### config.mk
export PLATFORM = sky130hd
export DESIGN_NAME = imem_port_arbiter
export DESIGN_NICKNAME = d
export VERILOG_FILES = /design/src/rtl/imem_port_arbiter.sv
export SDC_FILE = /design/constraint.sdc
export NUM_CORES = 1
export LEC_CHECK = 0
export ABC_AREA = 1
export BUFFER_PORTS_ARGS = -buffer_cell sky130_fd_sc_hd__buf_2
export CORE_AREA = 2 2 94 96
export DETAILED_ROUTE_END_ITERATION = 10
export DIE_AREA = 0 0 96 98
export GPL_ROUTABILITY_DRIVEN = 0
export PLACE_DENSITY = 0.77
export SLEW_MARGIN = 0
export SYNTH_ARGS = -nofsm -noshare
export SYNTH_HDL_FRONTEND = slang
export SYNTH_SLANG_ARGS = --single-unit
### constraint.sdc
create_clock -name clk -period 2.3 [get_ports clk]
set_input_delay 0.46 -clock clk [delete_from_list [all_inputs] [get_ports clk]]
set_output_delay 0.46 -clock clk [all_outputs]
set_load 0.005 [all_outputs]
### src/rtl/imem_port_arbiter.sv
// Shares one combinational-read word memory between instruction fetch (port 0) and loader/debug (port 1).
// Round-robin by default; define IMEM_ARB_FIXED_PRIO_EN to give port 0 fixed priority.
module imem_port_arbiter #(
  parameter int DATA_WIDTH    = 32,
  parameter int MEM_ADDR_SIZE = 9
) (
  input  logic                     clk,
  input  logic                     reset,
  input  logic                     req0_valid,
  input  logic [DATA_WIDTH-1:0]    req0_addr,
  output logic                     req0_ready,
  input  logic                     req1_valid,
  input  logic [DATA_WIDTH-1:0]    req1_addr,
  input  logic                     req1_we,
  input  logic [DATA_WIDTH-1:0]    req1_wdata,
  output logic                     req1_ready,
  output logic                     resp0_valid,
  output logic [DATA_WIDTH-1:0]    resp0_data,
  output logic                     resp0_err,
  output logic                     resp1_valid,
  output logic [DATA_WIDTH-1:0]    resp1_data,
  output logic                     resp1_err,
  output logic [MEM_ADDR_SIZE-1:0] mem_addr,
  output logic                     mem_we,
  output logic [DATA_WIDTH-1:0]    mem_wdata,
  input  logic [DATA_WIDTH-1:0]    mem_rdata
);

  // First byte-address bit that lies beyond the memory array.
  localparam int HI = MEM_ADDR_SIZE + 2;

  logic oor0, oor1;
  logic err0, err1;

  generate
    if (DATA_WIDTH > HI) begin : g_oor
      assign oor0 = |req0_addr[DATA_WIDTH-1:HI];
      assign oor1 = |req1_addr[DATA_WIDTH-1:HI];
    end else begin : g_no_oor
      assign oor0 = 1'b0;
      assign oor1 = 1'b0;
    end
  endgenerate

  assign err0 = (req0_addr[1:0] != 2'b00) | oor0;
  assign err1 = (req1_addr[1:0] != 2'b00) | oor1;

  logic ptr_q, ptr_d;
  logic gnt0, gnt1;

  always_comb begin
    gnt0 = 1'b0;
    gnt1 = 1'b0;
    if (!reset) begin
`ifdef IMEM_ARB_FIXED_PRIO_EN
      gnt0 = req0_valid;
      gnt1 = req1_valid & ~req0_valid;
`else
      if (req0_valid && req1_valid) begin
        gnt0 = ~ptr_q;
        gnt1 = ptr_q;
      end else begin
        gnt0 = req0_valid;
        gnt1 = req1_valid;
      end
`endif
    end
  end

`ifdef IMEM_ARB_FIXED_PRIO_EN
  assign ptr_d = 1'b0;
`else
  // After a grant the other port is favoured; the pointer holds when idle.
  always_comb begin
    ptr_d = ptr_q;
    if (gnt0) begin
      ptr_d = 1'b1;
    end else if (gnt1) begin
      ptr_d = 1'b0;
    end
  end
`endif

  assign req0_ready = gnt0;
  assign req1_ready = gnt1;

  always_comb begin
    mem_addr = '0;
    if (gnt0) begin
      mem_addr = req0_addr[HI-1:2];
    end else if (gnt1) begin
      mem_addr = req1_addr[HI-1:2];
    end
  end

  assign mem_we    = gnt1 & req1_we & ~err1;
  assign mem_wdata = req1_wdata;

  logic                  rv0_q, rv0_d, re0_q, re0_d;
  logic                  rv1_q, rv1_d, re1_q, re1_d;
  logic [DATA_WIDTH-1:0] rd0_q, rd0_d, rd1_q, rd1_d;

  always_comb begin
    rv0_d = gnt0;
    re0_d = gnt0 & err0;
    rd0_d = (gnt0 && !err0) ? mem_rdata : '0;
    rv1_d = gnt1;
    re1_d = gnt1 & err1;
    rd1_d = (gnt1 && !err1 && !req1_we) ? mem_rdata : '0;
  end

  always_ff @(posedge clk) begin
    if (reset) begin
      ptr_q <= 1'b0;
      rv0_q <= 1'b0;
      re0_q <= 1'b0;
      rd0_q <= '0;
      rv1_q <= 1'b0;
      re1_q <= 1'b0;
      rd1_q <= '0;
    end else begin
      ptr_q <= ptr_d;
      rv0_q <= rv0_d;
      re0_q <= re0_d;
      rd0_q <= rd0_d;
      rv1_q <= rv1_d;
      re1_q <= re1_d;
      rd1_q <= rd1_d;
    end
  end

  // Masking with reset drops a response that was registered just before reset asserted.
  assign resp0_valid = rv0_q & ~reset;
  assign resp0_err   = re0_q & ~reset;
  assign resp0_data  = reset ? '0 : rd0_q;
  assign resp1_valid = rv1_q & ~reset;
  assign resp1_err   = re1_q & ~reset;
  assign resp1_data  = reset ? '0 : rd1_q;

endmodule

==> impl_metrics.tcl, run 1 <==
set metrics [dict create \
    cts.sinks 69 \
    syn_nets 554 \
    syn_area_sq_mm 0.003142 \
    cts_hold_buffers 0 \
    cellLeakagePower_nw 2.173 \
    numCtsBuffers 9 \
    p_switching_uw 575.2 \
    viasPerCell 4.109 \
    async_reset_ff_frac 0 \
    critPathArrivalTime_ns 1.40 \
    seq_power_share 0.476 \
    ant_nets 0 \
    start_util 0.3711 \
    synth_area_leaders "dfxtp_1 44%, inv_1 13%, nor2_1 12%" \
    cts.clk_slew.worst_paths_ns 0.08 \
    finalHoldViolations 0 \
    die_h_microns 98 \
    rr_worst_depth 5 \
    drv_slew 0 \
    cts_setup_buffers 0 \
    area_delta_synth_final_pct 30.70 \
    setup_slack_ns 0.4376 \
    hold_class "primary input to flip-flop" \
    worstSetupPathType "flip-flop to primary output" \
    switching_share 0.2282 \
    clock_latency_ns 0.34 \
    fin_crit_sh 0.8097 \
    grt_start_max_net_pins 69 \
    required_ns 1.84 \
    finalPower_mw 2.520 \
    power_density_mw_per_mm2 613.8 \
    crit_start "ptr_q" \
    synth_most_common_cell "inv_1" \
    crit_path_max_fanout 13 \
    place_area_sq_mm 0.003872 \
    die-area_sq_mm 0.009408 \
    power.internal_mw 1.945 \
    cts_resized 0 \
    overflow 0 \
    hold-path-endpoint "rd0_q[8]" \
    antenna_found_initial 1 \
    r2r-start "ptr_q" \
    skew_ns 0.009125 \
    htree_levels 3 \
    grt_pass1_vias 2747 \
    fin_tns_setup_ns 0 \
    rows 34 \
    r2r_setup_slack_ns 0.86 \
    numPortBuffers 180 \
    setup_viol 0 \
    num_vias 2798 \
    wl_per_cell_microns 10.64 \
    synthCells 421 \
    worstHoldPathCells 3 \
    cts.path.max_buffers 2 \
    start_kind "flip-flop" \
    hpwl_microns 5616 \
    pwr-share-clk 0.445 \
    synth-edff-count 0 \
    clock-root-buffer "clkbuf_8" \
    yosys.area.top_type "dfxtp_1" \
    ys.flop_type "dfxtp_1" \
    grt_use_total 0.1575 \
    wirelength_microns 7243 \
    design_area_sq_mm 0.004106 \
    synth-seq-area-share 0.4397 \
    max_freq_ghz 0.5369 \
    ir_drop_mv 0.3701 \
    slew_headroom 0.6330 \
    drive_gt1_frac 0.4668 \
    combPwrFrac 0.079 \
    ys_warn_count 0 \
    post-place-ws_ns 0.4513 \
    r2r-end "rd1_q[25]" \
    layout.nets 700 \
    synth_top_area_frac 0.4397 \
    boundaryPins 245 \
    synth.avg_cell_area_sq_um 7.463 \
    ys_seq_elements 69 \
    hold_ws_ns 0.3626 \
    worstMarginPinSlew_ns 0.5505 \
    status "finished, final reports clean" \
    synth_cell_types 21 \
    drtPass1Iterations 4 \
    cts_tree "yes" \
    hold_path_startpoint "mem_rdata[8]" \
    drv_cap 0 \
    fin_crit_ns 1.862 \
    die_w_microns 96 \
    core_sq_mm 0.008466 \
    synth_common_cells "107 x inv_1, 101 x nor2_1, 69 x dfxtp_1, 60 x nor2_2, 33 x buf_4" \
    grt_setup_unrepaired "no" \
    drt_iter0_markers 40 \
    drcViolationCount 0 \
    end_kind "primary output" \
    grt_pass1_wl_microns 11560 \
]
[layout make-up]
type                    instances  area [sq um]
clock inverters                 6         93.84
well taps                     108         135.1
diodes                          1         2.502
flip-flops and latches         69          1381
inverters                     108         405.4
repair buffers                183         948.4
fillers                       866          4359
clock buffers                  10         137.6
multi-input cells             196          1002
[layer usage]
metal,vias up,global-route usage,share of wire
li1,1437,-,-
met1,1219,0.1587,0.38
met2,109,0.2767,0.50
met3,33,0.04861,0.077
met4,0,0.09560,0.040
met5,-,0,0
[placed cells by master, fill, tap and decap left out]
master	synthesis	layout
nor2_1	101	101
a21oi_1	2	2
nand2_1	14	14
nor2_4	2	2
diode_2	0	1
buf_4	33	1
inv_1	107	107
nand4_4	1	1
bufinv_16	0	2
clkinv_4	0	1
clkinvlp_4	0	1
nand3_4	1	1
a21oi_4	1	1
buf_12	0	2
dfxtp_1	69	69
nand2_2	2	2
inv_2	1	1
clkbuf_8	0	10
a22o_1	9	9
nand4_1	1	1
inv_6	0	2
nor2_2	60	60
nand3_1	1	1
buf_2	3	180
o21ai_0	1	1
[state kept, by name (all words and copies together) (netlist names)]
signal / count
rd0_q: 32
rd1_q: 32
ptr_q: 1
re0_q: 1
rv1_q: 1
re1_q: 1
rv0_q: 1
[through the flow]
stage / instances / util
CTS: 680 / 0.4848
global placement: 664 / 0.4574
global route: 681 / 0.4851
detailed placement: 664 / 0.4574
finish: 681 / 0.4851
floorplan: 421 / -
[power groups by stage]
stage	Clock, mW	Sequential, mW	Combinational [mW]
after floorplan	0	1.23	0.135
after global placement	0	1.23	0.196
after detailed placement	0	1.23	0.201
after CTS	1.17	1.20	0.202
after global routing	1.21	1.20	0.223
final	1.12	1.20	0.199
[how the worst max path moves through the flow]
stage                   to
floorplan           mem_we
global route        mem_we
CTS                 mem_we
finish              mem_we
detailed placement  mem_we
global placement    mem_we
[critical path: stages, from the launching register on]
cell and delay (ns):
dfxtp_1 0.34, inv_1 0.09, a21oi_4 0.34, nand2_1 0.09, nor2_1 0.10, buf_2 0.12
[cell families (layout without fill, tap and decap cells)]
group | Yosys count | after routing | share of synthesized area
buffers and inverters | 156 | 307 | 0.2413
DFF | 69 | 69 | 0.4397
and+or+nand+nor | 183 | 183 | 0.2839
other | 0 | 1 | 0
AOI/OAI and AO/OA | 13 | 13 | 0.03505
(Power assumes the default switching activity.)
==> run 2, diff against run 1 <==
- CORE_AREA: 2 2 94 96 -> 2 2 95 97
- DIE_AREA: 0 0 96 98 -> 0 0 97 99
- PLACE_DENSITY: 0.77 -> 0.75
- clock period: 2.3 -> 1.76 ns (I/O delays scaled with it)
==> run 2 against run 1 <==
- utilization grew 0.18 points
- first-iteration DRC count grew 30%
- critical path depth grew 1
- via count grew 3.9%
- total power grew 30%
- register-to-register slack lost 0.46 ns
- highest routed layer unchanged
- sequential share of layout area shrank 0.45 points
- worst setup slack lost 0.35 ns
- final cell count grew 0.59%
- critical path type unchanged
- die area grew 2.1%
- sequential cell count is the same
==> impl_metrics.tcl, run 2 (same netlist as run 1, synthesis figures left out) <==
set metrics [dict create \
    status "finished, final reports clean" \
    grt_use_total 0.1728 \
    worstSetupPathType "flip-flop to primary output" \
    ir_drop_mv 0.4421 \
    die_w_microns 97 \
    n_antenna_cell 0 \
    die-area_sq_mm 0.009603 \
    numCtsBuffers 9 \
    slowest_stage "dfxtp_1" \
    drv_slew 0 \
    setup_viol 0 \
    viasPerCell 4.242 \
    start_util 0.3674 \
    cts.path.max_buffers 2 \
    drcViolationCount 0 \
    mostFrequentLayoutCells "180 x buf_2, 106 x inv_1, 101 x nor2_1" \
    area_delta_synth_final_pct 32.50 \
    layout_commonest_cell "buf_2" \
    die_h_microns 99 \
    cts_hold_buffers 0 \
    antenna_found_initial 0 \
    clock-root-buffer "clkbuf_8" \
    critPathArrivalTime_ns 1.32 \
    drive_gt1_frac 0.4714 \
    ant_nets 0 \
    critPathTopFamily "flip-flops" \
    drt_iter0_markers 52 \
    cp_slowest_stage_delay_ns 0.36 \
    wl_per_cell_microns 12.03 \
    crit_path_max_fanout 8 \
    drtPass1Iterations 4 \
    setup_slack_ns 0.08883 \
    top_regs "rd0_q (32), rd1_q (32)" \
    core_sq_mm 0.008551 \
    worstMarginPinSlew_ns 0.2840 \
    wirelength_microns 8240 \
    fin_crit_sh 0.9495 \
    start_kind "flip-flop" \
    overflow 0 \
    finalHoldViolations 0 \
    post-place-ws_ns 0.1423 \
    grt_setup_unrepaired "no" \
    skew_ns 0.006972 \
    max_freq_ghz 0.5984 \
    fin_tns_setup_ns 0 \
    num_vias 2906 \
    required_ns 1.41 \
    layout.nets 705 \
    grt_pass1_vias 3031 \
    boundaryPins 245 \
    clock_latency_ns 0.33 \
    crit_buf_inv 3 \
    cts_tree "yes" \
    slew_headroom 0.8107 \
    grt_pass1_wl_microns 13010 \
    power_density_mw_per_mm2 786.4 \
    cts.clk_slew.worst_paths_ns 0.08 \
    end_kind "primary output" \
    fin_crit_ns 1.671 \
    hold_class "primary input to flip-flop" \
    hpwl_microns 6417 \
    rows 34 \
    numPortBuffers 180 \
    grt_start_max_net_pins 69 \
    cellLeakagePower_nw 2.207 \
    worstPathCellList "inv_2, a21oi_4, buf_12, nand2_1, nor2_1, buf_2" \
    cts.sinks 69 \
    drv_cap 0 \
    htree_levels 3 \
]
[run 2: through the flow]
stage	cells	hold slack, ns	util	area [sq um]	power (mW)
floorplan	421	0.4463	-	3142	1.781
global placement	664	0.5313	0.4543	3885	1.869
detailed placement	664	0.5575	0.4543	3885	1.876
CTS	684	0.2445	0.4855	4151	3.317
global route	685	0.2464	0.4868	4163	3.425
finish	685	0.2598	0.4868	4163	3.274
[run 2: final cells by class]
class                      count  area [sq um]
clock inverter                 5         82.58
inverter                     108         405.4
tap                          108         135.1
timing repair buffer         187          1003
multi-input combinational    197          1013
sequential                    69          1381
clock buffer                  11         141.4
fill                         862          4388
[run 2: what timing repair did]
action	CTS	global route
cloned	0	1
endpoints found under the setup margin	10	10
pin swaps	2	2
buffers inserted	4	0
gates resized for setup	0	2
[run 2: final timing paths]
kind | startpoint | end | slack [ns] | depth (start not counted)
worst max register to register | ptr_q | rd0_q[20] | 0.40 | 7
worst max-delay path | ptr_q | mem_we | 0.09 | 6
worst min register to register | ptr_q | rv1_q | 0.53 | 2
worst min-delay path | mem_rdata[19] | rd0_q[19] | 0.26 | 3
[run 2: per-layer routing]
metal,wire length (microns),global-route usage
met2,4436,0.3413
met5,0,0
met4,663,0.1549
met1,2653,0.1437
met3,486,0.03191
[run 2: where the power goes]
group / switching (mW) / internal, mW / total [mW]
sequential: 0.00244 / 1.57 / 1.57
combinational: 0.147 / 0.137 / 0.283
clock: 0.578 / 0.843 / 1.42
total: 0.727 / 2.55 / 3.27
[run 2: worst min-delay path: stages]
cell and delay (ns):
buf_2 0.07, inv_1 0.05, nor2_2 0.09
